File: src/rtl/frame_stream_source_pkg.sv
// rtl/frame_stream_source_pkg.sv - shared FSM encoding and pixel width for the frame stream source
package frame_stream_source_pkg;

  localparam int PIX_W = 8;

  typedef enum logic [1:0] {
    ST_IDLE   = 2'd0,
    ST_STREAM = 2'd1,
    ST_DRAIN  = 2'd2,
    ST_DONE   = 2'd3
  } state_t;

endpackage

File: src/rtl/frame_stream_source_rd_valid_pipe.sv
// rtl/frame_stream_source_rd_valid_pipe.sv - read-latency matched shift register carrying {rd, eol}
module frame_stream_source_rd_valid_pipe #(
  parameter int DEPTH = 1
) (
  input  logic clk,
  input  logic rst,
  input  logic rd_d,
  input  logic eol_d,
  output logic rd_q,
  output logic eol_q,
  output logic pending
);

  logic [DEPTH-1:0] rd_sr;
  logic [DEPTH-1:0] eol_sr;

  always_ff @(posedge clk) begin
    if (!rst) begin
      rd_sr  <= '0;
      eol_sr <= '0;
    end else begin
      rd_sr[0]  <= rd_d;
      eol_sr[0] <= eol_d & rd_d;
      for (int i = 1; i < DEPTH; i++) begin
        rd_sr[i]  <= rd_sr[i-1];
        eol_sr[i] <= eol_sr[i-1];
      end
    end
  end

  assign rd_q    = rd_sr[DEPTH-1];
  assign eol_q   = eol_sr[DEPTH-1];
  assign pending = |rd_sr;

endmodule

File: src/rtl/frame_stream_source.sv
// rtl/frame_stream_source.sv - raster-order pixel source reading one frame from a sync-read memory
module frame_stream_source
  import frame_stream_source_pkg::*;
#(
  parameter int WIDTH  = 17,
  parameter int HEIGHT = 17,
  parameter int ADDR_W = 10,
  parameter int RD_LAT = 1
) (
  input  logic              clk,
  input  logic              rst,
  input  logic              start_i,
  input  logic              pause_i,
  output logic              mem_rd_o,
  output logic [ADDR_W-1:0] mem_addr_o,
  input  logic [PIX_W-1:0]  mem_data_i,
  output logic [PIX_W-1:0]  data_o,
  output logic              valid_o,
  output logic              eol_o,
  output logic              done_o,
  output logic              busy_o
);

  localparam int COL_W = $clog2(WIDTH + 1);
  localparam int ROW_W = $clog2(HEIGHT + 1);

  state_t            state;
  state_t            state_nxt;
  logic [ADDR_W-1:0] addr;
  logic [COL_W-1:0]  col;
  logic [ROW_W-1:0]  row;
  logic              col_last;
  logic              frame_last;
  logic              tap_rd;
  logic              tap_eol;
  logic              pipe_busy;

  assign col_last   = (col == COL_W'(WIDTH - 1));
  assign frame_last = col_last && (row == ROW_W'(HEIGHT - 1));

  always_ff @(posedge clk) begin
    if (!rst) begin
      state <= ST_IDLE;
    end else begin
      state <= state_nxt;
    end
  end

  // DRAIN ends once the final pixel is on the output and nothing remains in flight
  always_comb begin
    state_nxt = state;
    case (state)
      ST_IDLE:   if (start_i) state_nxt = ST_STREAM;
      ST_STREAM: if (mem_rd_o && frame_last) state_nxt = ST_DRAIN;
      ST_DRAIN:  if (valid_o && !pipe_busy) state_nxt = ST_DONE;
      ST_DONE:   state_nxt = ST_IDLE;
      default:   state_nxt = ST_IDLE;
    endcase
  end

  always_comb begin
    mem_rd_o   = (state == ST_STREAM) && !pause_i;
    mem_addr_o = mem_rd_o ? addr : '0;
    done_o     = (state == ST_DONE);
    busy_o     = (state != ST_IDLE);
  end

  always_ff @(posedge clk) begin
    if (!rst) begin
      addr <= '0;
      col  <= '0;
      row  <= '0;
    end else if (state == ST_IDLE) begin
      addr <= '0;
      col  <= '0;
      row  <= '0;
    end else if (mem_rd_o) begin
      addr <= addr + ADDR_W'(1);
      if (col_last) begin
        col <= '0;
        row <= row + ROW_W'(1);
      end else begin
        col <= col + COL_W'(1);
      end
    end
  end

  frame_stream_source_rd_valid_pipe #(
    .DEPTH (RD_LAT)
  ) u_pipe (
    .clk     (clk),
    .rst     (rst),
    .rd_d    (mem_rd_o),
    .eol_d   (col_last),
    .rd_q    (tap_rd),
    .eol_q   (tap_eol),
    .pending (pipe_busy)
  );

  always_ff @(posedge clk) begin
    if (!rst) begin
      data_o  <= '0;
      valid_o <= 1'b0;
      eol_o   <= 1'b0;
    end else begin
      data_o  <= tap_rd ? mem_data_i : '0;
      valid_o <= tap_rd;
      eol_o   <= tap_rd & tap_eol;
    end
  end

endmodule

File: config.mk
export PLATFORM = sky130hd
export DESIGN_NAME = frame_stream_source
export DESIGN_NICKNAME = d
export VERILOG_FILES = /design/src/rtl/frame_stream_source_pkg.sv /design/src/rtl/frame_stream_source_rd_valid_pipe.sv /design/src/rtl/frame_stream_source.sv
export SDC_FILE = /design/constraint.sdc
export NUM_CORES = 1
export LEC_CHECK = 0
export CORE_AREA = 2 2 65 67
export DETAILED_ROUTE_END_ITERATION = 12
export DIE_AREA = 0 0 67 69
export PLACE_DENSITY = 0.61
export SYNTH_ARGS = -nofsm -noshare
export SYNTH_HDL_FRONTEND = slang
export SYNTH_SLANG_ARGS = --single-unit
File: constraint.sdc
create_clock -name clk -period 2.9 [get_ports clk]
set_input_delay 0.435 -clock clk [delete_from_list [all_inputs] [get_ports clk]]
set_output_delay 0.435 -clock clk [all_outputs]
set_load 0.05 [all_outputs]
==> metrics.md, run 1 <==
| Metric | Value |
|---|---|
| Clock-pin slew on the worst setup and hold paths | roughly 0.070 ns |
| GRT Total Usage | 0.150 |
| Max cap viols | 0 |
| Post-layout min period | between 2 and 3 ns |
| Setup ws final | roughly 0.36 ns |
| 1st-pass router iterations | 4 |
| Core Region | just under 0.004 mm2 |
| Post-CTS setup buffer count | 0 |
| Most frequent cells in the layout | dfxtp_1 (34), clkdlybuf4s50_1 (25), nor2_1 (18) |
| Most used cell, CP | inv_1 |
| Unrepaired setup endpoints after global routing | false |
| Synth Net Count | 183 |
| CP Data Arrival Time | 2.11 ns |
| Num ports | 35 |
| Worst path bufs/invs | 3 |
| Slowest cell delay on critical path | ~0.80 ns |
| Die area | 0.00462 mm2 |
| PwrDens | just under 600 mW/mm2 |
| Avg Cell Area, Syn | 9.26 um2 |
| Slowest-stage cell, CP | clkdlybuf4s50_1 |
| Fmax achieved | approximately 390 MHz |
| Synth Flop Type | dfxtp_1 |
| DRC violations left | 0 |
| Critical Path Source Type | flip-flop |
| Sum of negative setup slack | 0 ns |
| Final setup vio count | 0 |
| Static Leak | 0.807 nW |
| Largest net degree at the start of global routing | 25 |
| Most common cell after layout, fill and taps aside | dfxtp_1 |
| Clk sinks | 34 |
| Pins over their slew limit | 0 |
| Synth Cell Area | about 0.0015 mm2 |
| Ys Warns | 0 |
| Count of cell types in the netlist | 28 |
| Fin cells | 249 |
| Final #Nets | between 200 and 250 |
| Initial Util | 0.381 |
| DP HPWL | ~2.3 mm |
| Hold Path Depth | 1 |
| Routed vias | roughly 1.2k |
| CTS Buffer Depth | 2 |
| Mapped Cells | approximately 160 |
| Status | finished clean |
| Proportion of layout cells with a drive suffix above 1 | 0.101 |
| Post-synth top area cell | dfxtp_1 |
| Crit-path cells | inv_1, ha_1, nand3b_1, inv_1, clkdlybuf4s50_1 |
| Area Growth Syn to Fin | 38.5% |
| Sequential fraction of the synthesis area | 0.457 |
| Cells after DPL | about 240 |
| Min-delay worst type | flip-flop to flip-flop |
| Post-synth EDFFs | 0 |
| Worst Tran Pin Value | between 0.5 and 0.6 ns |
| Antenna cells | 0 |
| DR WL/cell | between 10 and 15 um |
| First-pass GRT wire length | ~5.3 mm |
| Flops & latches, synth | 34 |
| Placer Congestion | just under 0.8 |
| Final hold vios | 0 |
| Port buffer count | 34 |
| FF-to-FF path depth | 6 |
| Final period util | 0.877 |
| DIE HEIGHT | just under 70 um |
| TritonCTS clock tree | built |
| Initial antenna violation count | 0 |
| Area contributors post-synth | dfxtp_1 (46%), ha_1 (8.4%), xor2_1 (5.3%), and2_1 (4.6%), and3_1 (4.6%) |
| Initial DRC count | 34 |
| Post-route ant nets | 0 |
| CP required | 2.47 ns |
| Crit path max-delay family | buffers and inverters |
| Vias per cell | approximately 4.9 |
| Final wirelength | between 3 and 4 mm |
| Dpl ws | roughly 0.40 ns |
| Total CTS buffers | 5 |
| Headroom to the max-slew limit | 0.630 |
| Row count | 23 |
| CTS H-tree depth | 2 |
| Die X | about 67 um |
| Worst-path fanout max | 6 |
| Root Buffer | clkbuf_8 |
| Worst VDD drop | 280 uV |
| PostCTS Resize Cnt | 0 |
| Fill cells | between 300 and 400 |
| Vias in the first global route | 1216 |
| Cell count along the critical path | 5 |
| Post-layout util | 0.527 |
| WS Path Type | flip-flop to primary output |
| Skew final | roughly 0.0040 ns |
| FFs w/ async S/R, synth | 0 |
| Tot Pwr | roughly 1.2 mW |
| Worst-skew pair later-pin latency | ~0.28 ns |
| Grt ovf | 0 |
| Hold bufs inserted after CTS | 0 |
| Yosys top cell area share | 0.457 |
| Critical Path End Type | primary output |
## state kept, by name, indices dropped and copies added, names as in the netlist
name,flops
addr,10
data_o,8
col,5
row,5
state,2
eol_o,1
u_pipe.eol_q,1
u_pipe.pending,1
valid_o,1
## metrics by stage
step	cell area, um2	hold slack (ns)
after CTS	2060	0.458
after floorplan	1490	0.429
after detailed placement	1960	0.443
final	2060	0.454
after global routing	2060	0.491
after global placement	1960	0.437
## layout make-up
type	count	area, um2	area share
multi-input cells	113	756	0.366
flip-flops and latches	34	681	0.330
repair buffers	35	425	0.206
clock buffers	7	76.3	0.0370
well taps	50	62.6	0.0303
inverters	9	33.8	0.0164
clock inverters	1	30.0	0.0145
## metal layers
layer / up-vias / GRT usage / share of wire
met4: 0 / 0.0680 / 0.021
met3: 7 / 0.0522 / 0.072
met1: 566 / 0.159 / 0.42
li1: 607 / - / -
met2: 37 / 0.257 / 0.49
met5: - / 0 / 0
## synth_stat cells (2+ instances only)
library cell,n
or3_1,2
mux2i_1,3
xnor2_1,6
dfxtp_1,34
nor2_1,18
nand4_1,5
a21oi_1,4
ha_1,10
and3_1,11
and2_1,11
nor4_1,2
nand2_1,15
inv_1,9
clkbuf_1,4
xor2_1,9
nand3_1,3
o21ai_0,4
## cell families (layout without fill, tap and decap cells)
kind of cell             after synthesis  in the layout  share of synthesized area
buffers and inverters                 14             52                     0.0361
flip-flops                            34             34                      0.457
multiplexers                           3              3                     0.0202
adder cells (fa/ha/maj)               10             10                     0.0840
AND/OR/NAND/NOR                       74             74                      0.271
XOR/XNOR                              15             15                     0.0882
AO/OA/AOI/OAI                         11             11                     0.0437
## report_power, final
group          internal, mW  total [mW]  switching [mW]
Clock                 0.257       0.418           0.161
Sequential            0.485       0.503          0.0179
Combinational        0.0941       0.275           0.181
Total                 0.836        1.20           0.360
## path summary, 6_finish.rpt
path           startpoint       endpoint  slack, ns
max reg2reg      state[1]         row[4]       1.00
min reg2reg  u_pipe.eol_q          eol_o       0.45
max              state[1]  mem_addr_o[1]       0.36
min          u_pipe.eol_q          eol_o       0.45
(Power assumes the default switching activity.)
==> run 2: changes to the inputs <==
GPL_TIMING_DRIVEN = 0   (was default)
==> metrics.md, run 2 (synthesis results as in run 1) <==
| Metric | Value |
|---|---|
| Final wirelength | between 3 and 4 mm |
| PwrDens | around 570 mW/mm2 |
| Routed vias | between 1k and 1.5k |
| Fmax achieved | 368 MHz |
| Most common cell after layout, fill and taps aside | dfxtp_1 |
| Met2 Track Usage GR | 0.242 |
| Critical Path End Type | primary output |
| Worst-skew pair later-pin latency | between 0.2 and 0.3 ns |
| DIE HEIGHT | ~69 um |
| Largest Register | addr |
| Worst path bufs/invs | 3 |
| DRC violations left | 0 |
| Die area | 0.00462 mm2 |
| TritonCTS clock tree | built |
| WS Path Type | flip-flop to primary output |
| Worst Tran Pin Value | slightly above 0.5 ns |
| Slowest-stage cell, CP | dlygate4sd2_1 |
| Proportion of layout cells with a drive suffix above 1 | 0.0547 |
| Largest register FFs | 10 |
| Gr busiest metal | met2 |
| DR WL/cell | ~13 um |
| Final period util | 0.936 |
| GRT Total Usage | 0.151 |
| Area Growth Syn to Fin | 31.8% |
| Initial DRC count | 26 |
| First-pass GRT wire length | 5.33 mm |
| Static Leak | just over 0.8 nW |
| Num ports | 35 |
| M1 GR Usage | 0.178 |
| Min-delay worst type | flip-flop to flip-flop |
| Clock-pin slew on the worst setup and hold paths | ~0.060 ns |
| Fin cells | ~250 |
| Hold bufs inserted after CTS | 0 |
| Max cap viols | 0 |
| Skew final | 0.00192 ns |
| Post-route ant nets | 0 |
| CP Data Arrival Time | roughly 2.3 ns |
| Final #Nets | between 200 and 250 |
| Critical Path Source Type | flip-flop |
| Status | finished clean |
| Vias in the first global route | between 1k and 1.5k |
| DP HPWL | around 2.4 mm |
| Root Buffer | clkbuf_8 |
| Worst VDD drop | 212 uV |
| Initial Util | 0.381 |
| Antenna cells | 0 |
| Core Region | a little under 0.004 mm2 |
| Met3 usage | 0.0604 |
| Most frequent cells in the layout | dfxtp_1 (34), clkdlybuf4s50_1 (25), nor2_1 (18) |
| Largest net degree at the start of global routing | 11 |
| Crit-path cells | inv_1, ha_1, and2b_2, clkbuf_1, and2_1, dlygate4sd2_1 |
| Pins over their slew limit | 0 |
| Grt ovf | 0 |
| Cells after DPL | 245 |
| Vias per cell | 4.86 |
| Fin area | slightly below 0.002 mm2 |
| Post-layout min period | 2.71 ns |
| Total CTS buffers | 5 |
| CTS H-tree depth | 2 |
| Headroom to the max-slew limit | 0.659 |
| CTS Buffer Depth | 2 |
| Clk sinks | 34 |
| Row count | 23 |
| Final setup vio count | 0 |
| Die X | around 67 um |
| Final hold vios | 0 |
| Top flop regs | addr x10, data_o x8 |
| Unrepaired setup endpoints after global routing | false |
| Fill cells | 390 |
| 1st-pass router iterations | 4 |
| Initial antenna violation count | 0 |
| Crit path max-delay family | buffers and inverters |
| Worst-path fanout max | 10 |
| Placer Congestion | between 0.7 and 0.8 |
| Placed Area | approximately 0.0019 mm2 |
| Slowest cell delay on critical path | roughly 0.53 ns |
| Port buffer count | 34 |
| CP required | 2.47 ns |
[run 2: worst paths after layout]
check                                  start  depth (start not counted)  slack, ns            end
worst max-delay path                state[1]                          6       0.19  mem_addr_o[0]
worst min-delay path            u_pipe.eol_q                          1       0.46          eol_o
worst max register to register      state[1]                          7       1.19         row[3]
worst min register to register  u_pipe.eol_q                          1       0.46          eol_o
[run 2: final cells by class]
type                    count  area (um2)  area share
inverters                   9        33.8      0.0172
flip-flops and latches     34         681       0.346
clock buffers               6        82.6      0.0420
plain buffers               5        20.0      0.0102
multi-input cells         113         756       0.385
well taps                  50        62.6      0.0318
repair buffers             34         329       0.168
[run 2: per-stage QoR]
stage / setup TNS [ns] / utilization / hold WS (ns) / worst slack (ns) / power (mW)
after CTS: 0 / 0.502 / 0.464 / 0.102 / 1.14
after global routing: 0 / 0.502 / 0.479 / 0.0464 / 1.18
after floorplan: 0 / - / 0.429 / 0.541 / 0.701
final: 0 / 0.502 / 0.457 / 0.186 / 1.12
after global placement: -0.534 / 0.484 / 0.440 / -0.0706 / 0.789
after detailed placement: -0.760 / 0.484 / 0.449 / -0.111 / 0.799
[run 2: report_power, final]
group / leakage, nW / internal, mW / switching, mW
registers: 0.274 / 0.485 / 0.0147
clock network: 0.0431 / 0.183 / 0.153
logic: 0.488 / 0.0963 / 0.188
[run 2: what timing repair did]
item | CTS | global route
gates resized for setup | 9 | 0
setup endpoints to repair | 9 | 0
buffers inserted | 0 | 0
[run 2: routing by layer]
| metal | up-vias | share of wire |
|---|---|---|
| li1 | 614 | - |
| met1 | 557 | 0.44 |
| met2 | 43 | 0.47 |
| met3 | 6 | 0.073 |
| met4 | 0 | 0.017 |
| met5 | - | 0 |
==> run 3: changes to the inputs <==
CTS_BUF_LIST = sky130_fd_sc_hd__clkbuf_4 sky130_fd_sc_hd__clkbuf_8   (was default)
==> results of run 3 <==
No change in the layout: final DEF, timing and power equal those of run 2.
